$ cat config.mk
export PLATFORM = sky130hd
export DESIGN_NAME = atm_session_ctrl
export DESIGN_NICKNAME = d
export VERILOG_FILES = /design/src/rtl/atm_pkg.sv /design/src/rtl/atm_acct_store.sv /design/src/rtl/atm_session_ctrl.sv
export SDC_FILE = /design/constraint.sdc
export NUM_CORES = 1
export LEC_CHECK = 0
export ABC_AREA = 1
export ABC_CLOCK_PERIOD_IN_PS = 3900
export CAP_MARGIN = 0
export CORE_ASPECT_RATIO = 2
export CORE_MARGIN = 2
export CORE_UTILIZATION = 38
export DETAILED_ROUTE_END_ITERATION = 10
export GPL_ROUTABILITY_DRIVEN = 0
export SYNTH_ARGS = -nofsm -noshare
export SYNTH_HDL_FRONTEND = slang
export SYNTH_SLANG_ARGS = --single-unit
$ cat constraint.sdc
create_clock -name clk -period 3.9 [get_ports clk]
set_input_delay 1.17 -clock clk [delete_from_list [all_inputs] [get_ports clk]]
set_output_delay 1.17 -clock clk [all_outputs]
set_load 0.05 [all_outputs]
$ cat src/rtl/atm_pkg.sv
`default_nettype none
// ============================================================================
// atm_pkg : session states and operation encodings for atm_session_ctrl
// Rev 1.0 : initial release
// ============================================================================
package atm_pkg;

    typedef enum logic [3:0] {
        S_IDLE     = 4'd0,
        S_LANG     = 4'd1,
        S_PIN      = 4'd2,
        S_HOME     = 4'd3,
        S_WD_AMT   = 4'd4,
        S_WD_CHK   = 4'd5,
        S_DEP_AMT  = 4'd6,
        S_DEP_DONE = 4'd7,
        S_BAL      = 4'd8,
        S_PINCHG   = 4'd9,
        S_EJECT    = 4'd10
    } state_t;

    localparam logic [1:0] OP_WD  = 2'b00;
    localparam logic [1:0] OP_DEP = 2'b01;
    localparam logic [1:0] OP_BAL = 2'b10;
    localparam logic [1:0] OP_PIN = 2'b11;

    function automatic logic is_active(input state_t s);
        return (s != S_IDLE) && (s != S_EJECT);
    endfunction

endpackage
`default_nettype wire

$ cat src/rtl/atm_acct_store.sv
`default_nettype none
// ============================================================================
// atm_acct_store : per-account balance / PIN / lock storage, one write port
// Rev 1.0 : initial release
// ============================================================================
module atm_acct_store
    import atm_pkg::*;
#(
    parameter int                NUM_ACCTS = 4,
    parameter int                ACCT_W    = 2,
    parameter int                PIN_W     = 4,
    parameter int                BAL_W     = 8,
    parameter int                INIT_BAL  = 50,
    parameter logic [PIN_W-1:0]  DEF_PIN   = '0
) (
    input  logic              clk,
    input  logic              rst,
    input  logic [ACCT_W-1:0] i_rd_idx,
    output logic [BAL_W-1:0]  o_bal,
    output logic [PIN_W-1:0]  o_pin,
    output logic              o_lock,
    input  logic [ACCT_W-1:0] i_wr_idx,
    input  logic              i_bal_we,
    input  logic [BAL_W-1:0]  i_bal_wd,
    input  logic              i_pin_we,
    input  logic [PIN_W-1:0]  i_pin_wd,
    input  logic              i_lock_set
);

    logic [BAL_W-1:0]     r_bal [NUM_ACCTS];
    logic [PIN_W-1:0]     r_pin [NUM_ACCTS];
    logic [NUM_ACCTS-1:0] r_lock;

    always_ff @(posedge clk or negedge rst) begin
        if (!rst) begin
            for (int i = 0; i < NUM_ACCTS; i++) begin
                r_bal[i] <= BAL_W'(INIT_BAL);
                r_pin[i] <= DEF_PIN;
            end
            r_lock <= '0;
        end else begin
            if (i_bal_we)   r_bal[i_wr_idx]  <= i_bal_wd;
            if (i_pin_we)   r_pin[i_wr_idx]  <= i_pin_wd;
            if (i_lock_set) r_lock[i_wr_idx] <= 1'b1;
        end
    end

    assign o_bal  = r_bal[i_rd_idx];
    assign o_pin  = r_pin[i_rd_idx];
    assign o_lock = r_lock[i_rd_idx];

endmodule
`default_nettype wire

$ cat src/rtl/atm_session_ctrl.sv
`default_nettype none
// ============================================================================
// atm_session_ctrl : multi-account ATM session FSM with lockout and timeout.
// Optional macro ATM_WD_LIMIT_EN adds a per-session withdrawal cap.
// Rev 1.0 : initial release
// ============================================================================
module atm_session_ctrl
    import atm_pkg::*;
#(
    parameter int               NUM_ACCTS        = 4,
    parameter int               PIN_W            = 4,
    parameter int               BAL_W            = 8,
    parameter int               AMT_W            = 6,
    parameter int               MAX_TRIES        = 3,
    parameter int               TIMEOUT_CYC      = 255,
    parameter int               INIT_BAL         = 50,
    parameter logic [PIN_W-1:0] DEF_PIN          = 4'b1101,
`ifdef ATM_WD_LIMIT_EN
    parameter int               SESSION_WD_LIMIT = 40,
`endif
    localparam int              ACCT_W = (NUM_ACCTS > 1) ? $clog2(NUM_ACCTS) : 1,
    localparam int              TRY_W  = $clog2(MAX_TRIES + 1)
) (
    input  logic              clk,
    input  logic              rst,
    input  logic              card_in,
    input  logic [ACCT_W-1:0] acct_id,
    input  logic              lang_ok,
    input  logic              pin_vld,
    input  logic [PIN_W-1:0]  pin,
    input  logic              op_vld,
    input  logic [1:0]        op,
    input  logic              amt_vld,
    input  logic [AMT_W-1:0]  amt,
    input  logic              go_main,
    input  logic              cancel,
    output logic [BAL_W-1:0]  balance_out,
    output logic              balance_vld,
    output logic              dep_ok,
    output logic              dep_fail,
    output logic              wd_ok,
    output logic              wd_denied,
    output logic              pin_chg_ok,
    output logic [TRY_W-1:0]  tries,
    output logic              locked,
    output logic              eject,
    output logic              active
);

    localparam int TO_W = $clog2(TIMEOUT_CYC + 1);

    state_t            r_state, w_next;
    logic [ACCT_W-1:0] r_acct, w_rd_idx;
    logic [AMT_W-1:0]  r_amt;
    logic [TO_W-1:0]   r_to_cnt;
    logic [TRY_W-1:0]  r_tries, w_tries_nxt, w_try_inc;

    logic [BAL_W-1:0]  w_rd_bal, w_bal_wd, w_amt_ext;
    logic [PIN_W-1:0]  w_rd_pin;
    logic              w_rd_lock;
    logic [BAL_W:0]    w_dep_sum;
    logic              w_any_in, w_to_hit, w_wd_allow;
    logic              w_latch_acct, w_latch_amt, w_bal_we, w_pin_we, w_lock_set;
    logic              w_bal_vld, w_dep_ok, w_dep_fail, w_wd_ok, w_wd_denied;
    logic              w_pin_chg_ok, w_locked, w_eject;

    logic [BAL_W-1:0]  r_balance_out;
    logic              r_balance_vld, r_dep_ok, r_dep_fail, r_wd_ok, r_wd_denied;
    logic              r_pin_chg_ok, r_locked, r_eject, r_active;

    // The lock check happens in the same cycle the card arrives, so IDLE reads acct_id directly.
    assign w_rd_idx = (r_state == S_IDLE) ? acct_id : r_acct;

    atm_acct_store #(
        .NUM_ACCTS (NUM_ACCTS),
        .ACCT_W    (ACCT_W),
        .PIN_W     (PIN_W),
        .BAL_W     (BAL_W),
        .INIT_BAL  (INIT_BAL),
        .DEF_PIN   (DEF_PIN)
    ) u_store (
        .clk        (clk),
        .rst        (rst),
        .i_rd_idx   (w_rd_idx),
        .o_bal      (w_rd_bal),
        .o_pin      (w_rd_pin),
        .o_lock     (w_rd_lock),
        .i_wr_idx   (r_acct),
        .i_bal_we   (w_bal_we),
        .i_bal_wd   (w_bal_wd),
        .i_pin_we   (w_pin_we),
        .i_pin_wd   (pin),
        .i_lock_set (w_lock_set)
    );

    assign w_amt_ext = BAL_W'(r_amt);
    assign w_dep_sum = {1'b0, w_rd_bal} + {1'b0, w_amt_ext};
    assign w_try_inc = r_tries + TRY_W'(1);
    assign w_any_in  = pin_vld | op_vld | amt_vld | lang_ok | go_main;
    assign w_to_hit  = is_active(r_state) && !w_any_in && (r_to_cnt == TO_W'(TIMEOUT_CYC - 1));

`ifdef ATM_WD_LIMIT_EN
    localparam int ACC_W = BAL_W + 1;
    logic [ACC_W-1:0] r_accum;

    assign w_wd_allow = (w_amt_ext <= w_rd_bal) &&
                        ((int'(r_accum) + int'(r_amt)) <= SESSION_WD_LIMIT);

    always_ff @(posedge clk or negedge rst) begin
        if (!rst)                  r_accum <= '0;
        else if (r_state == S_IDLE) r_accum <= '0;
        else if (w_wd_ok)          r_accum <= r_accum + ACC_W'(r_amt);
    end
`else
    assign w_wd_allow = (w_amt_ext <= w_rd_bal);
`endif

    always_ff @(posedge clk or negedge rst) begin
        if (!rst) r_state <= S_IDLE;
        else      r_state <= w_next;
    end

    always_comb begin
        w_next       = r_state;
        w_tries_nxt  = r_tries;
        w_latch_acct = 1'b0;
        w_latch_amt  = 1'b0;
        w_bal_we     = 1'b0;
        w_bal_wd     = w_rd_bal;
        w_pin_we     = 1'b0;
        w_lock_set   = 1'b0;
        w_bal_vld    = 1'b0;
        w_dep_ok     = 1'b0;
        w_dep_fail   = 1'b0;
        w_wd_ok      = 1'b0;
        w_wd_denied  = 1'b0;
        w_pin_chg_ok = 1'b0;
        w_locked     = 1'b0;
        w_eject      = 1'b0;

        // Cancel and timeout pre-empt whatever the current state would do.
        if (is_active(r_state) && (cancel || w_to_hit)) begin
            w_next = S_EJECT;
        end else begin
            case (r_state)
                S_IDLE: if (card_in) begin
                    w_latch_acct = 1'b1;
                    w_tries_nxt  = '0;
                    if (w_rd_lock) begin
                        w_locked = 1'b1;
                        w_next   = S_EJECT;
                    end else begin
                        w_next   = S_LANG;
                    end
                end
                S_LANG: if (lang_ok) w_next = S_PIN;
                S_PIN: if (pin_vld) begin
                    if (pin == w_rd_pin) begin
                        w_next = S_HOME;
                    end else begin
                        w_tries_nxt = w_try_inc;
                        if (w_try_inc == TRY_W'(MAX_TRIES)) begin
                            w_lock_set = 1'b1;
                            w_locked   = 1'b1;
                            w_next     = S_EJECT;
                        end
                    end
                end
                S_HOME: if (op_vld) begin
                    case (op)
                        OP_WD:  w_next = S_WD_AMT;
                        OP_DEP: w_next = S_DEP_AMT;
                        OP_BAL: w_next = S_BAL;
                        OP_PIN: w_next = S_PINCHG;
                    endcase
                end
                S_WD_AMT: begin
                    if (go_main) begin
                        w_next = S_HOME;
                    end else if (amt_vld && (amt != '0)) begin
                        w_latch_amt = 1'b1;
                        w_next      = S_WD_CHK;
                    end
                end
                S_WD_CHK: begin
                    if (w_wd_allow) begin
                        w_bal_we = 1'b1;
                        w_bal_wd = w_rd_bal - w_amt_ext;
                        w_wd_ok  = 1'b1;
                        w_next   = S_HOME;
                    end else begin
                        w_wd_denied = 1'b1;
                        w_next      = S_WD_AMT;
                    end
                end
                S_DEP_AMT: begin
                    if (go_main) begin
                        w_next = S_HOME;
                    end else if (amt_vld && (amt != '0)) begin
                        w_latch_amt = 1'b1;
                        w_next      = S_DEP_DONE;
                    end
                end
                S_DEP_DONE: begin
                    if (!w_dep_sum[BAL_W]) begin
                        w_bal_we = 1'b1;
                        w_bal_wd = w_dep_sum[BAL_W-1:0];
                        w_dep_ok = 1'b1;
                    end else begin
                        w_dep_fail = 1'b1;
                    end
                    w_next = S_HOME;
                end
                S_BAL: begin
                    w_bal_vld = 1'b1;
                    w_next    = S_HOME;
                end
                S_PINCHG: begin
                    if (go_main) begin
                        w_next = S_HOME;
                    end else if (pin_vld) begin
                        w_pin_we     = 1'b1;
                        w_pin_chg_ok = 1'b1;
                        w_next       = S_HOME;
                    end
                end
                S_EJECT: begin
                    w_eject = 1'b1;
                    w_next  = S_IDLE;
                end
                default: w_next = S_IDLE;
            endcase
        end
    end

    always_ff @(posedge clk or negedge rst) begin
        if (!rst) begin
            r_acct        <= '0;
            r_amt         <= '0;
            r_tries       <= '0;
            r_to_cnt      <= '0;
            r_balance_out <= '0;
            r_balance_vld <= 1'b0;
            r_dep_ok      <= 1'b0;
            r_dep_fail    <= 1'b0;
            r_wd_ok       <= 1'b0;
            r_wd_denied   <= 1'b0;
            r_pin_chg_ok  <= 1'b0;
            r_locked      <= 1'b0;
            r_eject       <= 1'b0;
            r_active      <= 1'b0;
        end else begin
            if (w_latch_acct) r_acct <= acct_id;
            if (w_latch_amt)  r_amt  <= amt;
            r_tries <= w_tries_nxt;
            if (!is_active(r_state) || w_any_in || (w_next != r_state))
                r_to_cnt <= '0;
            else
                r_to_cnt <= r_to_cnt + TO_W'(1);
            if (w_bal_vld) r_balance_out <= w_rd_bal;
            r_balance_vld <= w_bal_vld;
            r_dep_ok      <= w_dep_ok;
            r_dep_fail    <= w_dep_fail;
            r_wd_ok       <= w_wd_ok;
            r_wd_denied   <= w_wd_denied;
            r_pin_chg_ok  <= w_pin_chg_ok;
            r_locked      <= w_locked;
            r_eject       <= w_eject;
            r_active      <= is_active(w_next);
        end
    end

    assign balance_out = r_balance_out;
    assign balance_vld = r_balance_vld;
    assign dep_ok      = r_dep_ok;
    assign dep_fail    = r_dep_fail;
    assign wd_ok       = r_wd_ok;
    assign wd_denied   = r_wd_denied;
    assign pin_chg_ok  = r_pin_chg_ok;
    assign tries       = r_tries;
    assign locked      = r_locked;
    assign eject       = r_eject;
    assign active      = r_active;

endmodule
`default_nettype wire

==> impl_metrics.toml, run 1 <==
[worst_setup_path]
cpPeakStageDelay_ns = 0.31
crit_slowest_cell = "or2_2"
cp-end-kind = "register"
worstSetupStartpointType = "input port"
critPathTopFamily = "simple AND/OR/NAND/NOR gates"
critical_path_class = "input port to register"
worstPathArrival_ns = 4.00
critPathMaxFanout = 11
crit_chain = "clkbuf_2 -> nand3b_4 -> nand2_4 -> or2_2 -> a32oi_4 -> fa_2 -> nor2_4 -> o21ai_1 -> nand2_1 -> nand2_2 -> nand2_2 -> a21oi_4 -> nor2_4 -> nand2_2 -> nand2_4 -> nand2_4 -> nand2_8 -> nor2_4 -> buf_12 -> nor2_1 -> a31oi_1"
cp_num_buf_inv = 2
critPathRequiredTime_ns = 4.17

[cells_and_area]
fin_area_mm2 = 0.00711
fill_cells = 1404
final_layout_size_suffix_gt1_share_pct = 24.4
antennaDiodeCount = 0
syn_to_final_growth_pct = 29.3
post-route-util_pct = 49.8
nNetsFinal = 839

[timing]
fin_skew_ns = 0.0107
drv_slew = 0
worstMarginPinSlew_ns = 1.10
period_minus_slack_ns = 3.73
finalSetupViolations = 0
finalHoldViolations = 0
period_share_pct = 95.7
finalSetupTns_ns = 0
maxSlewHeadroom_pct = 26.8
fmax_ghz = 0.268

[pwr]
power_density_mw_per_mm2 = 802
leakage_nw = 3.32
peakVddDrop_uv = 279

[yosys]
syn_area_per_cell_um2 = 7.95
synth_cells = 691
ys_seq_elements = 91
synth_ff_type = "dfrtp_1"
synth_nets = 731
synth-edff-count = 0
ys_warn_count = 0
synth.cell_area_mm2 = 0.00550
post-synth-top-area-cell = "dfrtp_1"
synthTopCellsByArea = "dfrtp_1 (31%), nand2_1 (12%), dfstp_2 (11%)"
synthTopCellsByCount = "nand2_1 (175), inv_1 (78), dfrtp_1 (67)"
async_reset_ff_share_pct = 100
ys_seq_area_share_pct = 42.0
yosys.area.top_type_share_pct = 30.5
synth_most_common_cell = "nand2_1"
synth.distinct_cells = 49

[worst_hold_path]
hold_class = "register to register"

[cts]
postCtsHoldBufs = 0
cts_tree = "built"
cts.sinks = 91
ctsLongestPathBuffers = 2
cts_htree_levels = 3
cts_buffers = 9
clk_latency_ns = 0.36
clk_pin_slew_ns = 0.07
cts_root_buf = "clkbuf_16"

[place]
port_buffers = 41
dp_hpwl_mm = 11.8
post_dp_cell_area_mm2 = 0.00666

[detailed_routing]
drc = 0
num_vias = 5002
via_per_inst = 5.02
drtPass1Iterations = 6
drtAntennaViolNets = 0
drt_first_iter_violations = 228
routed_wl_mm = 15.2
avgRoutedWirePerCell_um = 15.2

[floorplanning]
io_pins = 42
die_h_um = 174
start_util_pct = 38.5
core_mm2 = 0.0143
die-area_mm2 = 0.0155
die_w_um = 89.0
rows = 62

[job]
maxCapViolations = 0

[global_routing]
grt_pass1_wl_mm = 25.0
grtUsageTotal_pct = 20.9
grt_pass1_vias = 5139
grt_start_max_net_pins = 85
overflow = 0
antenna_found_initial = 0

[run_status]
status = "completed"
-- logic make-up (layout without fill, tap and decap cells) --
| group | count (synthesis) | after routing | synth area share, % |
|---|---|---|---|
| compound gates | 111 | 111 | 12.1 |
| xor+xnor | 12 | 12 | 1.91 |
| fa+ha+maj | 17 | 17 | 4.14 |
| buf+inv | 105 | 218 | 8.29 |
| flops | 91 | 91 | 42.0 |
| mux | 1 | 1 | 0.205 |
| simple gates | 354 | 354 | 31.3 |
-- final cells by class --
| class | count | area (um2) | share of cell area, % |
|---|---|---|---|
| multi-input combinational | 495 | 2870 | 40.4 |
| sequential | 91 | 2310 | 32.5 |
| timing repair buffer | 114 | 1030 | 14.5 |
| inverter | 88 | 333 | 4.68 |
| tap | 192 | 240 | 3.38 |
| clock buffer | 11 | 233 | 3.28 |
| clock inverter | 5 | 85.1 | 1.20 |
-- power breakdown --
group	leakage [nW]	total (mW)	switching (mW)	internal [mW]
registers	1.12	1.30	0.136	1.16
logic	2.05	3.46	2.05	1.41
clock network	0.150	0.945	0.380	0.565
total	3.32	5.70	2.56	3.14
-- flip-flops by register name, summed over array words and instances (netlist names) --
signal	count
dep_fail	1
u_store.r_pin	16
wd_denied	1
locked	1
r_acct	2
r_state	4
wd_ok	1
r_amt	6
dep_ok	1
r_to_cnt	8
u_store.r_lock	4
pin_chg_ok	1
active	1
tries	2
u_store.r_bal	32
balance_out	8
eject	1
balance_vld	1
-- placed cells by master, fill, tap and decap left out, drive strengths merged, types with 3 or more instances in the layout --
cell           synthesis  final
nand2                192    192
inv                   88     89
buf                   16     74
nor2                  74     74
dfrtp                 67     67
nand3                 58     58
o21ai                 53     53
clkdlybuf4s50          0     38
dfstp                 24     24
a31oi                 16     16
ha                    15     15
a21oi                 14     14
clkbuf                 1     13
nor3                  13     13
nand4                 12     12
o22ai                 10     10
xor2                   9      9
o21bai                 6      6
o21a                   5      5
xnor2                  3      3
-- layer usage --
layer  GRT usage [%]  routed length, um
met1            21.8               5570
met2            37.7               8360
met3            4.13                495
met4            11.2                724
met5               0                  0
-- tightest hold or removal path: stages, from the launching register on --
cell     delay [ns]
dfstp_2        0.37
nand2_1        0.06
nand2_1        0.05
-- final timing paths --
check	start	endpoint	slack, ns	depth (start not counted)
worst max-delay path	acct_id[0]	u_store.r_bal[13]	0.17	21
worst min-delay path	u_store.r_bal[17]	u_store.r_bal[17]	0.47	2
worst max register to register	r_state[3]	u_store.r_bal[13]	0.22	24
worst min register to register	u_store.r_bal[17]	u_store.r_bal[17]	0.47	2
max in group asynchronous	rst	u_store.r_pin[4]	2.09	2
min in group asynchronous	rst	u_store.r_pin[1]	1.01	1
-- repair_timing --
action                     4_1_cts  5_1_grt
pin swaps                        4       16
resized for setup                6       23
setup endpoints to repair       42       41
buffers inserted                 1        4
-- through the flow --
stage	instances	hold WS, ns	setup WS, ns	power, mW
2_1_floorplan	691	0.443	0.00142	3.30
5_1_grt	996	0.493	-0.0346	6.08
6_report	996	0.470	0.169	5.70
4_1_cts	992	0.468	0.00416	5.54
3_5_place_dp	975	0.456	-0.734	4.53
3_3_place_gp	975	0.453	-0.640	4.49
Note: power is estimated with default switching activity, not from simulation.
==> run 2, diff against run 1 <==
--- a/config.mk
+++ b/config.mk
@@ -6,13 +6,13 @@
 export NUM_CORES = 1
 export LEC_CHECK = 0
 export ABC_AREA = 1
-export ABC_CLOCK_PERIOD_IN_PS = 3900
 export CAP_MARGIN = 0
 export CORE_ASPECT_RATIO = 2
 export CORE_MARGIN = 2
 export CORE_UTILIZATION = 38
 export DETAILED_ROUTE_END_ITERATION = 10
 export GPL_ROUTABILITY_DRIVEN = 0
+export PLACE_DENSITY_LB_ADDON = 0.25
 export SYNTH_ARGS = -nofsm -noshare
 export SYNTH_HDL_FRONTEND = slang
 export SYNTH_SLANG_ARGS = --single-unit
==> run 2 against run 1 <==
Clock skew is 0.0017 ns higher. Register-to-register slack better by 0.09 ns. Final cell count down 0.30%. Global-route usage increased by 0.46 points. Hold slack worse by 0.0032 ns. Clock power is 9.5% lower. Total power is 2.1% lower.
==> impl_metrics.toml, run 2 (synthesis results as in run 1) <==
[floorplanning]
core_mm2 = 0.0143
die_w_um = 89.0
die-area_mm2 = 0.0155
io_pins = 42
rows = 62
die_h_um = 174
start_util_pct = 38.5

[timing]
fin_skew_ns = 0.0125
finalSetupTns_ns = 0
period_minus_slack_ns = 3.74
finalSetupViolations = 0
period_share_pct = 96.0
worstMarginPinSlew_ns = 1.08
hold_slack_ns = 0.467
fmax_ghz = 0.267
drv_slew = 0
setup_slack_ns = 0.155
maxSlewHeadroom_pct = 28.2
finalHoldViolations = 0

[cells_and_area]
nNetsFinal = 836
antennaDiodeCount = 0
layout.cells.most_common_list = "nand2_1 (173), inv_1 (78), dfrtp_1 (67), buf_4 (64), nor2_1 (60)"
seq_area_mm2 = 0.00231
largestRegisters = "u_store.r_bal (32), u_store.r_pin (16)"
fill_cells = 1410
largest_reg_flops = 32
multi_input_area_mm2 = 0.00286
syn_to_final_growth_pct = 28.0
top_register = "u_store.r_bal"
final_layout_size_suffix_gt1_share_pct = 23.7
final_common_cell = "nand2_1"

[cts]
cts_tree = "built"
postCtsHoldBufs = 0
clk_latency_ns = 0.35
cts_htree_levels = 3
ctsLongestPathBuffers = 2
cts_buffers = 9
cts.sinks = 91
clk_pin_slew_ns = 0.07
cts_root_buf = "clkbuf_16"

[worst_setup_path]
worstSetupStartpointType = "input port"
critPathRequiredTime_ns = 4.17
critPathMaxFanout = 7
cp-end-kind = "register"
critical_path_class = "input port to register"
reg2reg_depth = 24
worstPathArrival_ns = 4.01

[place]
dp_hpwl_mm = 12.1
port_buffers = 41
place_ws_ns = -0.644

[pwr]
power_density_mw_per_mm2 = 793
peakVddDrop_uv = 281
leakage_nw = 3.29

[worst_hold_path]
hold_class = "register to register"
hold_depth = 2

[global_routing]
grt_start_max_net_pins = 86
grt_pass1_wl_mm = 25.6
antenna_found_initial = 0
grtUsageTotal_pct = 21.4
overflow = 0
grt_pass1_vias = 5317

[run_status]
status = "completed"

[detailed_routing]
drc = 0
avgRoutedWirePerCell_um = 15.9
drtPass1Iterations = 5
drtAntennaViolNets = 0
num_vias = 5073
routed_wl_mm = 15.7
via_per_inst = 5.11
drt_first_iter_violations = 378

[job]
maxCapViolations = 0
==> run 2: power by group <==
part	total (mW)	internal, mW	switching [mW]
registers	1.30	1.16	0.138
logic	3.43	1.37	2.06
clock network	0.855	0.445	0.410
==> run 2: stage by stage <==
step	cell area [um2]	utilization [%]	power (mW)	cells
CTS	6960	48.8	5.48	992
global placement	6630	46.4	4.48	971
detailed placement	6630	46.4	4.52	971
finish	7030	49.3	5.58	993
global route	7030	49.3	5.98	993
floorplan	5540	-	3.30	691
==> run 2: critical path, stage by stage <==
cell and delay (ns):
clkbuf_2 0.12, nand3b_4 0.18, nand2_4 0.12, nand2_1 0.11, a32oi_4 0.26, ha_2 0.21
inv_1 0.05, fa_1 0.39, nor2_2 0.12, o21ai_1 0.09, nand2_1 0.06, nand2_1 0.06
nand2_1 0.07, a21oi_2 0.07, nor2_4 0.09, nand2_2 0.07, nand2_4 0.07, nand2_4 0.07
nand2_8 0.11, buf_4 0.15, nand2_1 0.12, a31oi_2 0.23
==> run 2: metal layers <==
| layer | global-route usage [%] | share of wire, % | vias to the layer above |
|---|---|---|---|
| li1 | - | - | 2454 |
| met1 | 22.3 | 36 | 2447 |
| met2 | 39.5 | 56 | 135 |
| met3 | 3.18 | 3.4 | 37 |
| met4 | 10.9 | 4.0 | 0 |
| met5 | 0 | 0 | - |
==> run 2: timing repair <==
item	4_1_cts	5_1_grt
setup endpoints to repair	42	41
gates cloned	0	0
resized for setup	5	18
pin swaps	4	7
setup buffers	5	1
==> run 2: final timing paths <==
path / endpoint / slack, ns / startpoint
hold reg to reg: u_store.r_bal[17] / 0.47 / u_store.r_bal[17]
min in group asynchronous: u_store.r_pin[13] / 1.00 / rst
hold / removal: u_store.r_bal[17] / 0.47 / u_store.r_bal[17]
max in group asynchronous: u_store.r_bal[13] / 2.09 / rst
setup reg to reg: u_store.r_bal[2] / 0.31 / r_state[3]
setup / recovery: u_store.r_bal[2] / 0.16 / acct_id[0]
==> run 2: layout make-up <==
| type | count | area share, % |
|---|---|---|
| clock inverters | 7 | 0.854 |
| inverters | 88 | 4.73 |
| flip-flops and latches | 91 | 32.8 |
| well taps | 192 | 3.42 |
| repair buffers | 111 | 14.4 |
| clock buffers | 9 | 3.20 |
| multi-input cells | 495 | 40.6 |
